[config.mk]
export PLATFORM = sky130hd
export DESIGN_NAME = des_sbox_seq
export DESIGN_NICKNAME = d
export VERILOG_FILES = /design/src/rtl/des_sbox_seq.sv
export SDC_FILE = /design/constraint.sdc
export NUM_CORES = 1
export LEC_CHECK = 0
export ABC_AREA = 1
export CORE_ASPECT_RATIO = 0.75
export CORE_MARGIN = 1
export CORE_UTILIZATION = 45
export CTS_BUF_LIST = sky130_fd_sc_hd__clkbuf_2 sky130_fd_sc_hd__clkbuf_4 sky130_fd_sc_hd__clkbuf_8
export DETAILED_ROUTE_END_ITERATION = 12
export PLACE_DENSITY_LB_ADDON = 0.15
export REMOVE_ABC_BUFFERS = 1
export SLEW_MARGIN = 20
export SYNTH_ARGS = -nofsm -noshare
export SYNTH_HDL_FRONTEND = slang
export SYNTH_SLANG_ARGS = --single-unit
export TNS_END_PERCENT = 5
[constraint.sdc]
create_clock -name clk -period 5.8 [get_ports clk]
set_input_delay 1.45 -clock clk [delete_from_list [all_inputs] [get_ports clk]]
set_output_delay 1.45 -clock clk [all_outputs]
set_load 0.02 [all_outputs]
[src/rtl/des_sbox_seq.sv]
// des_sbox_seq: sequenced DES substitution layer (S1..S8).
// Evaluates LANES S-boxes per cycle over STEPS = 8/LANES cycles, mapping a
// 48-bit key-mixed word to the 32-bit S-box output.
// Ports:
//   clk, rst_n            clock, asynchronous active-low reset
//   in_valid/in_ready     input handshake; in_data[47:42] feeds S1 ... [5:0] S8
//   out_valid/out_ready   output handshake; out_data[31:28] from S1 ... [3:0] S8
//   busy                  high whenever the FSM is not idle
module des_sbox_seq #(
    parameter int unsigned LANES = 2
) (
    input  logic        clk,
    input  logic        rst_n,
    input  logic        in_valid,
    output logic        in_ready,
    input  logic [47:0] in_data,
    output logic        out_valid,
    input  logic        out_ready,
    output logic [31:0] out_data,
    output logic        busy
);

    localparam int unsigned STEPS  = 8 / LANES;
    localparam int unsigned CW     = $clog2(STEPS) + 1;
    localparam int unsigned LW     = 4 * LANES;
    localparam int unsigned SR_SH  = 6 * LANES;

    if (!(LANES == 1 || LANES == 2 || LANES == 4 || LANES == 8)) begin : g_bad_lanes
        $error("des_sbox_seq: LANES must be 1, 2, 4 or 8");
    end

    // S-box tables: 64 nibbles each, entry (row*16 + col) at the MSB end first.
    localparam logic [255:0] SBOX1 = 256'hE4D12FB83A6C5907_0F74E2D1A6CB9538_41E8D62BFC973A50_FC8249175B3EA06D;
    localparam logic [255:0] SBOX2 = 256'hF18E6B34972DC05A_3D47F28EC01A69B5_0E7BA4D158C6932F_D8A13F42B67C05E9;
    localparam logic [255:0] SBOX3 = 256'hA09E63F51DC7B428_D709346A285ECBF1_D6498F30B12C5AE7_1AD069874FE3B52C;
    localparam logic [255:0] SBOX4 = 256'h7DE3069A1285BC4F_D8B56F03472C1AE9_A690CB7DF13E5284_3F06A1D8945BC72E;
    localparam logic [255:0] SBOX5 = 256'h2C417AB6853FD0E9_EB2C47D150FA3986_421BAD78F9C5630E_B8C71E2D6F09A453;
    localparam logic [255:0] SBOX6 = 256'hC1AF92680D34E75B_AF427C9561DE0B38_9EF528C3704A1DB6_432C95FABE17608D;
    localparam logic [255:0] SBOX7 = 256'h4B2EF08D3C975A61_D0B7491AE35C2F86_14BDC37EAF680592_6BD814A7950FE23C;
    localparam logic [255:0] SBOX8 = 256'hD2846FB1A93E50C7_1FD8A374C56B0E92_7B419CE206ADF358_21E74A8DFC90356B;

    typedef enum logic [1:0] {
        IDLE = 2'd0,
        RUN  = 2'd1,
        DONE = 2'd2
    } state_t;

    state_t          state;
    logic [47:0]     sr;
    logic [31:0]     acc;
    logic [CW-1:0]   cnt;
    logic [LW-1:0]   lane_res;
    logic [31:0]     acc_next;
    logic [47:0]     sr_next;

    // Look up one 6-bit chunk in S-box idx (0 = S1); row = {b5,b0}, col = b[4:1].
    function automatic logic [3:0] sbox_lookup(input logic [2:0] idx, input logic [5:0] b);
        logic [255:0] t;
        logic [5:0]   addr;
        int unsigned  pos;
        case (idx)
            3'd0:    t = SBOX1;
            3'd1:    t = SBOX2;
            3'd2:    t = SBOX3;
            3'd3:    t = SBOX4;
            3'd4:    t = SBOX5;
            3'd5:    t = SBOX6;
            3'd6:    t = SBOX7;
            default: t = SBOX8;
        endcase
        addr = {b[5], b[0], b[4:1]};
        pos  = 252 - 4 * 32'(addr);
        return t[pos +: 4];
    endfunction

    // Lane evaluation for the current step; lane 0 lands most significant.
    always_comb begin
        lane_res = '0;
        for (int unsigned i = 0; i < LANES; i++) begin
            lane_res[LW - 4 - 4*i +: 4] = sbox_lookup(3'(32'(cnt) * LANES + i), sr[47 - 6*i -: 6]);
        end
        acc_next = (acc << LW) | 32'(lane_res);
        sr_next  = sr << SR_SH;
    end

    // Control FSM with datapath registers.
    always_ff @(posedge clk or negedge rst_n) begin
        if (!rst_n) begin
            state     <= IDLE;
            sr        <= '0;
            acc       <= '0;
            cnt       <= '0;
            out_data  <= '0;
            out_valid <= 1'b0;
        end else begin
            case (state)
                IDLE: begin
                    if (in_valid) begin
                        sr    <= in_data;
                        cnt   <= '0;
                        state <= RUN;
                    end
                end
                RUN: begin
                    sr  <= sr_next;
                    acc <= acc_next;
                    cnt <= cnt + CW'(1);
                    if (cnt == CW'(STEPS - 1)) begin
                        state     <= DONE;
                        out_valid <= 1'b1;
                        out_data  <= acc_next;
                    end
                end
                DONE: begin
                    if (out_ready) begin
                        out_valid <= 1'b0;
                        // Handoff and next accept share this edge.
                        if (in_valid) begin
                            sr    <= in_data;
                            cnt   <= '0;
                            state <= RUN;
                        end else begin
                            state <= IDLE;
                        end
                    end
                end
                default: state <= IDLE;
            endcase
        end
    end

    assign in_ready = (state == IDLE) || ((state == DONE) && out_ready);
    assign busy     = (state != IDLE);

endmodule

==> After elaboration in Yosys (flattened, before gate mapping) <==
Index checks and enable logic that the tools add are counted.
{ "classes": {"add_sub_neg": 4, "eq_ne": 15, "n_shift": 2, "mux": 16, "bitwise_logic": 1, "reduce_logical": 12} }
{ "ops": {"columns": ["cell", "count"], "rows": [
  ["256-bit one-hot mux with 7 select lines", 1],
  ["256-bit one-hot mux with 4 select lines", 1],
  ["256-bit by 33-bit variable part select with 4-bit output", 2],
  ["48-bit one-hot mux with 3 select lines", 1],
  ["48-bit 2-to-1 mux", 2],
  ["32-bit by 8-bit bitwise OR with 32-bit output", 1],
  ["8-bit by 8-bit subtractor with 9-bit output (first input constant)", 2],
  ["3-bit by 2-bit == test with 1-bit output (second input constant)", 3],
  ["3-bit == test (second input constant)", 3],
  ["3-bit one-hot mux with 3 select lines", 1],
  ["3-bit by 1-bit adder with 3-bit output (second input constant)", 2],
  ["2-bit == test (second input constant)", 3],
  ["3-bit logical NOT", 2],
  ["2-bit 2-to-1 mux", 3],
  ["3-bit 2-to-1 mux", 2],
  ["2-bit != test (second input constant)", 3],
  ["2-bit one-hot mux with 3 select lines", 1],
  ["3-bit AND reduction", 2],
  ["2-bit by 1-bit == test with 1-bit output (second input constant)", 2],
  ["2-bit AND reduction", 2],
  ["2-bit nonzero test", 2],
  ["3-bit by 1-bit == test with 1-bit output (second input constant)", 1],
  ["1-bit 2-to-1 mux", 3],
  ["3-bit nonzero test", 1],
  ["4 further kinds", 4]
]} }
{ "word_totals": {"register_bits": 110, "in_bits": 52, "out_inout_bits": 35} }

==> Longest topological paths before layout <==
{ "depth": {"depth_word": 5, "ltp_mapped": 16} }

==> Worst setup path before layout <==
No wires, ideal clock.
{ "synth_timing": {"kind": "input port to output port", "start": "input out_ready", "end": "output in_ready", "t_arrival_ns": 1.821, "setup_slack_ns": 2.529, "cell_stages": 2, "path_cell_list": "inv_1 > a21oi_1"} }
{ "synth_via": {"elab_chain_cells": 2} }
{ "synth_lines": {"columns": ["element", "line", "text"], "rows": [
  ["start: declaration", "18", "input logic out_ready,"],
  ["1-bit logical AND", "132", "assign in_ready = (state == IDLE) || ((state == DONE) && out_ready);"],
  ["1-bit logical OR", "132", null],
  ["end: declaration", "15", "output logic in_ready,"]
]} }
No other way between the ends.

==> Final worst setup path <==
Same ends and word-level chain as after synthesis.

==> out/metrics.yaml <==
run_status:
  run_status: "finished, final reports clean"
worst_setup_path:
  startpoint_type: "input port"
  path_cells: "clkdlybuf4s50_1 -> inv_1 -> a21oi_1 -> clkdlybuf4s50_1"
  r2r_setup_slack_ns: 2.44
  cp_common_cell: "clkdlybuf4s50_1"
  reg2reg_to: "acc[5]$_DFFE_PN0P_"
  arrival_ns: 2.75
  cp.required_ns: 4.35
  rr_worst_depth: 13
  slowest_delay_ns: 0.61
  crit_fanout: 3
  r2r-start: "cnt[1]$_DFFE_PN0P_"
  setup.worst_path.class: "in2out"
  critical_path.endpoint_type: "output port"
  slowest_stage: "clkdlybuf4s50_1"
sta:
  fin_crit_sh_pct: 72.4
  final.setup.worst_slack_ns: 1.60
  fin_skew_ns: 0.00868
  worstMarginPinSlew_ns: 1.01
  drv_slew: 0
  whs_ns: 0.470
  tns_ns: 0
  finalSetupViolations: 0
  rsz0062_at_grt: "no"
  period_needed_ns: 4.20
  fmax_ghz: 0.238
  hold_violations: 0
  maxSlewHeadroom_pct: 32.7
yosys:
  synthFlopType: "dfrtp_1"
  yosys.area.top_type_share_pct: 34.2
  syn_inst: 1256
  yosys_register_bits: 110
  synth-edff-count: 0
  yosys-top-cells-area: "dfrtp_1 34%, nand2_1 22%, nand3_1 12%, o21ai_0 6.9%, inv_1 4.4%"
  yosysSeqAreaShare_pct: 34.2
  yosysWarningCount: 0
  syn_area_mm2: 0.00806
  synth_commonest_cells: "469 x nand2_1, 196 x nand3_1, 111 x o21ai_0, 110 x dfrtp_1, 94 x inv_1"
  synth_most_common_cell: "nand2_1"
  synth.avg_cell_area_um2: 6.42
  synth_top_cell_by_area: "dfrtp_1"
  ys_async_sr_fraction_pct: 100
  ys_types: 31
clock_network:
  numCtsBuffers: 9
  htreeDepth: 3
  hold_buffers: 0
  clock_path_buffers: 2
  cts_num_sinks: 110
  clk-insertion-delay-late_ns: 0.36
  cts_resized: 0
  path_clk_slew_ns: 0.10
  postCtsSetupBuffers: 0
  clockRootBuffer: "clkbuf_8"
  cts_tree: "yes"
grt:
  grt_max_degree: 99
  grt-ovfl-total: 0
  grt_first_pass_wirelength_mm: 42.7
  first_global_vias: 7779
  antenna_found_initial: 0
  grt_usage_pct: 29.5
floorplan:
  die_h_um: 118
  io-pin-count: 87
  fp.dieArea_mm2: 0.0185
  die_w_um: 157
  row_count: 41
  initial_core_util_pct: 46.9
  design.core.area_mm2: 0.0172
min_path:
  hold-path-endpoint: "out_data[30]$_DFFE_PN0P_"
  worstHoldStart: "acc[22]$_DFFE_PN0P_"
  hold_class: "reg2reg"
  min_path_cells: 2
place:
  routabilityCongestion: 0.996
  dp_cells: 1504
  dp_hpwl_mm: 18.6
  dpl_worst_slack_ns: 1.62
  portBuffers: 86
cells_and_area:
  diodes: 0
  area_delta_synth_final_pct: 12.4
  nNetsFinal: 1353
  drive_gt1_share_pct: 3.90
  fin_cells: 1519
  multi_input_area_mm2: 0.00449
  seqCellArea_mm2: 0.00276
  fillerInstances: 1820
route:
  viasPerCell: 5.59
  drc: 0
  detail-route-antenna-nets: 0
  routed_wl_mm: 26.6
  wl_per_cell_um: 17.5
  drt_first_iter_violations: 995
  vias: 8487
  drtPass1Iterations: 5
run:
  maxCapViolations: 0
## registers in the layout, summed over array words and instances (netlist names)
name and flops:
state 2, sr 48, out_data 32, out_valid 1, acc 24, cnt 3
## through the flow
| stage | util (%) | cell area [um^2] |
|---|---|---|
| floorplan | - | 7640 |
| global placement | 51.5 | 8850 |
| detailed placement | 51.5 | 8850 |
| CTS | 52.7 | 9060 |
| global route | 52.7 | 9060 |
| finish | 52.7 | 9060 |
## worst max path at each step
stage | startpoint | endpoint | slack [ns]
after global routing | out_ready | in_ready | 1.52
after global placement | out_ready | in_ready | 1.62
final | out_ready | in_ready | 1.60
after CTS | out_ready | in_ready | 1.61
after floorplan | state[1]$_DFFE_PN0P_ | sr[12]$_DFFE_PN0P_ | 2.21
after detailed placement | out_ready | in_ready | 1.62
## critical path: cells and delay by family
kind / cells / cell delay (ns)
buf+inv: 3 / 1.17
compound gates: 1 / 0.12
## routing by layer
layer | up-vias | track usage, % | wire (um)
li1 | 4140 | - | -
met1 | 3919 | 44.2 | 12400
met2 | 390 | 43.0 | 11300
met3 | 38 | 6.15 | 2390
met4 | 0 | 6.25 | 409
met5 | - | 0 | 0
## cell usage in the layout (no fill, tap or decap)
master,Yosys,final
or2_2,1,1
ha_1,22,22
dfrtp_1,110,108
inv_2,11,11
o31ai_1,1,1
or2_1,1,1
nor2_1,42,42
a21oi_1,46,46
o211ai_1,40,40
o22ai_1,4,4
clkinv_2,0,2
nor2_2,2,2
nand4_1,3,3
inv_1,94,94
clkdlybuf4s50_1,0,85
inv_4,1,1
dfrtp_2,0,2
o21ai_1,6,6
o21ai_0,111,111
bufinv_16,0,2
nand2_1,469,469
nor3_1,1,1
nand2_2,4,4
a31oi_1,2,2
and2_1,1,1
a21oi_2,3,3
a21oi_4,1,1
clkinv_4,0,2
nand3_1,196,196
buf_4,10,8
nand3b_1,1,1
nor2_4,2,2
clkbuf_8,0,9
## cells by family after synthesis
group           synth area share (%)
flops                           34.2
compound gates                  14.9
simple gates                    37.3
fa+ha+maj                       3.42
buf+inv                         10.2
## cell type report
class                           count  share of cell area (%)
Clock buffer                        9                    1.37
Clock inverter                      6                   0.967
Inverter                          106                    4.42
Multi-Input combinational cell    959                    49.5
Sequential cell                   110                    30.4
Tap cell                          236                    3.26
Timing Repair Buffer               93                    10.1
Power is not shown: default switching activity piles up to over one toggle a cycle in this logic, so the estimate is an artifact.
